`src/rtl/mem_if.sv`:
```
// Byte-wide memory-mapped bus shared by the MMU and its bus clients.
// master: drives address/write strobes and samples read data.
// slave:  samples address/write strobes and returns read data.
interface mem_if;
    logic [15:0] addr_select;
    logic [7:0]  write_value;
    logic        write_enable;
    logic [7:0]  read_out;

    modport master (
        output addr_select,
        output write_value,
        output write_enable,
        input  read_out
    );

    modport slave (
        input  addr_select,
        input  write_value,
        input  write_enable,
        output read_out
    );
endinterface

```
`src/rtl/oam_dma_engine.sv`:
```
// OAM DMA engine: writing 0xFF46 copies 160 bytes from {src, 00..9F} to
// 0xFE00..0xFE9F through the MMU bus-master port. Sources in 0xE0..0xFF
// fold down by 0x20 onto WRAM. While idle the master port parks at 0xFFFF.
module oam_dma_engine #(
    parameter int READ_LATENCY = 1
) (
    input  logic   clk,
    input  logic   rst,
    mem_if.slave   mmio_dma_if,
    mem_if.master  dma_req,
    output logic   busy
);

    localparam logic [15:0] DMA_REG_ADDR = 16'hFF46;
    localparam logic [15:0] PARK_ADDR    = 16'hFFFF;
    localparam logic [7:0]  OAM_HI       = 8'hFE;
    localparam logic [7:0]  LAST_IDX     = 8'd159;
    localparam logic [1:0]  RD_LAST      = 2'(READ_LATENCY);

    typedef enum logic [1:0] {
        IDLE,
        READ,
        WRITE
    } state_t;

    state_t      state_q, state_d;
    logic [7:0]  src_hi_q, src_hi_d;
    logic [7:0]  idx_q, idx_d;
    logic [1:0]  rd_cnt_q, rd_cnt_d;
    logic [7:0]  data_q, data_d;

    logic [7:0]  eff_hi;
    logic        reg_wr;

    // Register decode, register readback and echo-region source folding.
    always_comb begin
        reg_wr = mmio_dma_if.write_enable && (mmio_dma_if.addr_select == DMA_REG_ADDR);
        mmio_dma_if.read_out = (mmio_dma_if.addr_select == DMA_REG_ADDR) ? src_hi_q : 8'hFF;
        eff_hi = (src_hi_q >= 8'hE0) ? (src_hi_q - 8'h20) : src_hi_q;
    end

    // Bus-master outputs decoded from registered state only.
    always_comb begin
        dma_req.addr_select  = PARK_ADDR;
        dma_req.write_value  = 8'h00;
        dma_req.write_enable = 1'b0;
        busy                 = 1'b0;
        case (state_q)
            READ: begin
                dma_req.addr_select = {eff_hi, idx_q};
                busy                = 1'b1;
            end
            WRITE: begin
                dma_req.addr_select  = {OAM_HI, idx_q};
                dma_req.write_value  = data_q;
                dma_req.write_enable = 1'b1;
                busy                 = 1'b1;
            end
            default: ;
        endcase
    end

    // Next-state logic; a register write overrides the normal transition
    // while the current cycle's bus access still completes as driven.
    always_comb begin
        state_d  = state_q;
        src_hi_d = src_hi_q;
        idx_d    = idx_q;
        rd_cnt_d = rd_cnt_q;
        data_d   = data_q;
        case (state_q)
            READ: begin
                if (rd_cnt_q == RD_LAST) begin
                    data_d   = dma_req.read_out;
                    rd_cnt_d = '0;
                    state_d  = WRITE;
                end else begin
                    rd_cnt_d = rd_cnt_q + 2'd1;
                end
            end
            WRITE: begin
                if (idx_q == LAST_IDX) begin
                    state_d = IDLE;
                end else begin
                    idx_d   = idx_q + 8'd1;
                    state_d = READ;
                end
            end
            default: ;
        endcase
        if (reg_wr) begin
            src_hi_d = mmio_dma_if.write_value;
            idx_d    = '0;
            rd_cnt_d = '0;
            state_d  = READ;
        end
    end

    // State registers with asynchronous active-low reset.
    always_ff @(posedge clk or negedge rst) begin
        if (!rst) begin
            state_q  <= IDLE;
            src_hi_q <= '0;
            idx_q    <= '0;
            rd_cnt_q <= '0;
            data_q   <= '0;
        end else begin
            state_q  <= state_d;
            src_hi_q <= src_hi_d;
            idx_q    <= idx_d;
            rd_cnt_q <= rd_cnt_d;
            data_q   <= data_d;
        end
    end

endmodule

```
`src/flat_wrapper.sv`:
```
// flat-port wrapper written by rule: the top's interface ports become plain ports
module oam_dma_engine_flat 
#(
    parameter int READ_LATENCY = 1
)
  (clk, rst, busy, mmio_dma_if_addr_select, mmio_dma_if_write_value, mmio_dma_if_write_enable, mmio_dma_if_read_out, dma_req_addr_select, dma_req_write_value, dma_req_write_enable, dma_req_read_out);
  mem_if mmio_dma_if_i ();
  mem_if dma_req_i ();
  input  logic clk;
  input  logic rst;
  output logic busy;
  input wire logic [$bits(mmio_dma_if_i.addr_select)-1:0] mmio_dma_if_addr_select;
  input wire logic [$bits(mmio_dma_if_i.write_value)-1:0] mmio_dma_if_write_value;
  input wire logic [$bits(mmio_dma_if_i.write_enable)-1:0] mmio_dma_if_write_enable;
  output wire logic [$bits(mmio_dma_if_i.read_out)-1:0] mmio_dma_if_read_out;
  output wire logic [$bits(dma_req_i.addr_select)-1:0] dma_req_addr_select;
  output wire logic [$bits(dma_req_i.write_value)-1:0] dma_req_write_value;
  output wire logic [$bits(dma_req_i.write_enable)-1:0] dma_req_write_enable;
  input wire logic [$bits(dma_req_i.read_out)-1:0] dma_req_read_out;
  assign mmio_dma_if_i.addr_select = mmio_dma_if_addr_select;
  assign mmio_dma_if_i.write_value = mmio_dma_if_write_value;
  assign mmio_dma_if_i.write_enable = mmio_dma_if_write_enable;
  assign mmio_dma_if_read_out = mmio_dma_if_i.read_out;
  assign dma_req_addr_select = dma_req_i.addr_select;
  assign dma_req_write_value = dma_req_i.write_value;
  assign dma_req_write_enable = dma_req_i.write_enable;
  assign dma_req_i.read_out = dma_req_read_out;
  oam_dma_engine #(.READ_LATENCY(READ_LATENCY)) u_core (.clk(clk), .rst(rst), .mmio_dma_if(mmio_dma_if_i), .dma_req(dma_req_i), .busy(busy));
endmodule
```
`config.mk`:
```
export PLATFORM = sky130hd
export DESIGN_NAME = oam_dma_engine_flat
export DESIGN_NICKNAME = d
export VERILOG_FILES = /design/src/rtl/mem_if.sv /design/src/rtl/oam_dma_engine.sv /design/src/flat_wrapper.sv
export SDC_FILE = /design/constraint.sdc
export NUM_CORES = 1
export LEC_CHECK = 0
export CAP_MARGIN = 20
export CORE_AREA = 2 2 82 84
export CTS_CLUSTER_SIZE = 28
export DETAILED_ROUTE_END_ITERATION = 16
export DIE_AREA = 0 0 84 86
export GPL_TIMING_DRIVEN = 0
export MAX_ROUTING_LAYER = met4
export PLACE_DENSITY = 0.54
export SETUP_SLACK_MARGIN = 0.05
export SYNTH_ARGS = -nofsm -noshare
export SYNTH_HDL_FRONTEND = slang
export SYNTH_SLANG_ARGS = --single-unit
```
`constraint.sdc`:
```
create_clock -name clk -period 3.4 [get_ports clk]
set_input_delay 0.68 -clock clk [delete_from_list [all_inputs] [get_ports clk]]
set_output_delay 0.68 -clock clk [all_outputs]
set_load 0.01 [all_outputs]
```
==> qor.yml <==
run_status:
  status: "complete, no violations"
synthesis:
  synth_edf_count: 0
  synth_cells: 163
  async_reset_ff_share_pct: 100
  synth_seq_area_share_pct: 45.2
  yosysMostFrequentCell: "nand2_1"
  netlist.area_leader.share_pct: 45.2
  yosysWarningCount: 0
  synth.avg_cell_area_sq_um: 9.52
  synth.top_cells.by_count: "nand2_1, dfrtp_1, mux2_2"
  synthTopCellsByArea: "dfrtp_1, mux2_2, nand2_1"
  yosys_most_used_dff: "dfrtp_1"
  synth_nets: 202
  syn_area_sq_mm: 0.00155
  synth-seq-cells: 28
  yosysTopAreaCell: "dfrtp_1"
  netlist-cell-type-count: 30
power:
  ir_worst_vdd_mv: 0.461
  power.density_mw_per_mm2: 805
  power_frac_comb_pct: 62.9
  pwr-share-clk_pct: 10.5
  p_sw_share_pct: 37.8
  p_int_uw: 1230
  switching_power_uw: 750
  p_leak_uw: 0.00107
  seqPwrFrac_pct: 26.6
timing:
  tns_ps: 0
  max_slew_margin_pct: 60.1
  fin_crit_ps: 3300
  tightest_slew_ps: 596
  maxSlewViolCount: 0
  finalSetupViolCount: 0
  finClkSkew_ps: 2.20
  rsz0062_at_grt: "true"
  fin_ws_ps: 99.4
  clock.fmax_mhz: 303
  hold_viol: 0
  holdWs_ps: 507
  finalCritPeriodShare_pct: 97.1
critical_path:
  path_class: "input pin to primary output"
  end_kind: "primary output"
  path_max_fanout: 5
  cp-start-kind: "input pin"
  critPathRequiredTime_ps: 2720
  arrival_ps: 2620
drt:
  first_pass_iters: 4
  drc: 0
  routed_wirelength_mm: 3.90
  vias: 1400
  vias_per_cell: 4.42
  routedWlPerCell_microns: 12.3
  antenna_left: 0
  drt_iter0_markers: 28
job:
  maxCapViolations: 0
cts:
  clockBufferDepth: 2
  cts-root-buf: "clkbuf_8"
  clkSinkCount: 28
  cts_hold_buf: 0
  numCtsBuffers: 3
  cts.clk_slew.worst_paths_ps: 90
  insertion_delay_ps: 270
  cts_tree: "built"
  htree_levels: 1
cells_and_area:
  syn_to_final_growth_pct: 58.7
  drive_gt1_share_pct: 12.9
  nNetsFinal: 280
  nFillCells: 652
  num_antenna_cells: 0
floorplan:
  die_h_microns: 86
  io_pins: 69
  core_sq_mm: 0.00628
  start_util_pct: 24.7
  num_rows: 29
  die_area_sq_mm: 0.00722
  dieWidth_microns: 84
place:
  place_congestion: 0.826
  hpwl_mm: 2.93
  post-place-ws_ps: -99.3
  port_buffers: 68
global_route:
  grt_pass1_vias: 1467
  grt_max_degree: 19
  antenna_found_initial: 0
  gr-total-overflow: 0
  track_usage_pct: 11.8
  grt_pass1_wl_mm: 6.64
worst_hold_path:
  min_path_type: "flip-flop to flip-flop"
==> placed cells by master (no fill, tap or decap), types with 2 or more instances in the layout <==
cell              n
clkdlybuf4s50_1  64
nand2_1          34
dfrtp_1          28
mux2_2           14
nand3_1          10
and2_1           10
nand2b_1          8
nor2_1            7
inv_1             5
nand4_1           5
buf_4             5
clkbuf_8          5
xor2_1            4
ha_1              4
clkbuf_1          3
and3_1            3
a21oi_1           3
o21ai_0           3
dlymetal6s2s_1    3
or2_2             2
nand4bb_1         2
nor3_1            2
mux2i_1           2
xnor2_1           2
==> flip-flops by register name, indices dropped and copies added (netlist names) <==
name and cells:
u_core.data_q 8, u_core.rd_cnt_q 2, u_core.idx_q 8, u_core.state_q 2
u_core.src_hi_q 8
==> worst paths after layout <==
check / from / endpoint / slack [ps] / cells past startpoint
max: mmio_dma_if_addr_select[5] / mmio_dma_if_read_out[0] / 100 / 6
min: u_core.data_q[0]$_DFFE_PN0P_ / u_core.data_q[0]$_DFFE_PN0P_ / 510 / 1
max reg2reg: u_core.idx_q[0]$_DFFE_PN0P_ / u_core.idx_q[1]$_DFFE_PN0P_ / 1680 / 5
min reg2reg: u_core.data_q[0]$_DFFE_PN0P_ / u_core.data_q[0]$_DFFE_PN0P_ / 510 / 1
max in group asynchronous: rst / u_core.rd_cnt_q[1]$_DFFE_PN0P_ / 2130 / 2
min in group asynchronous: rst / u_core.data_q[4]$_DFFE_PN0P_ / 770 / 1
==> critical path: stages <==
cell	delay, ps
clkdlybuf4s50_1	390
or4b_1	570
nor4_4	230
buf_4	200
nand2b_1	60
clkdlybuf4s50_1	480
==> logic make-up after synthesis <==
family / Yosys count / synth area share, %
AND/OR/NAND/NOR: 87 / 28.9
XOR/XNOR: 6 / 3.39
adder cells (fa/ha/maj): 4 / 3.23
AO/OA/AOI/OAI: 9 / 3.55
multiplexers: 16 / 11.5
buffers and inverters: 13 / 4.35
flip-flops: 28 / 45.2
==> per-stage QoR <==
| stage | power (uW) | util, % | cells | area [sq um] |
|---|---|---|---|---|
| floorplan | 1130 | - | 163 | 1550 |
| global placement | 1780 | 37.1 | 308 | 2330 |
| detailed placement | 1790 | 37.5 | 309 | 2360 |
| CTS | 2010 | 38.8 | 315 | 2430 |
| global route | 2140 | 39.2 | 317 | 2460 |
| finish | 1980 | 39.2 | 317 | 2460 |
==> what timing repair did <==
item,in CTS,in global routing
setup endpoints to repair,8,18
setup buffers,1,2
pin swaps,1,0
endpoints found under the hold margin,0,0
gates resized for setup,3,9
cloned,1,0
==> power by group through the flow <==
stage / Combinational (uW) / Sequential [uW] / Clock, uW
floorplan: 617 / 510 / 0
global placement: 1250 / 530 / 0
detailed placement: 1260 / 533 / 0
CTS: 1270 / 526 / 218
global route: 1370 / 544 / 232
finish: 1250 / 527 / 209
==> metal layers <==
layer | GRT usage (%) | vias up | routed length (microns)
li1 | - | 697 | -
met1 | 15.0 | 649 | 1860
met2 | 19.3 | 50 | 1800
met3 | 2.21 | 4 | 217
met4 | 3.08 | 0 | 31
met5 | - | - | 0
==> area by class of cell <==
type                            count  area [sq um]  share of cell area [%]
Buffer                              7          48.8                    1.98
Clock buffer                        4          55.1                    2.24
Inverter                            6          22.5                   0.915
Multi-Input combinational cell    122           795                    32.3
Sequential cell                    28           701                    28.5
Tap cell                           77          96.3                    3.91
Timing Repair Buffer               73           744                    30.2
Power figures use the tool's default switching activity.
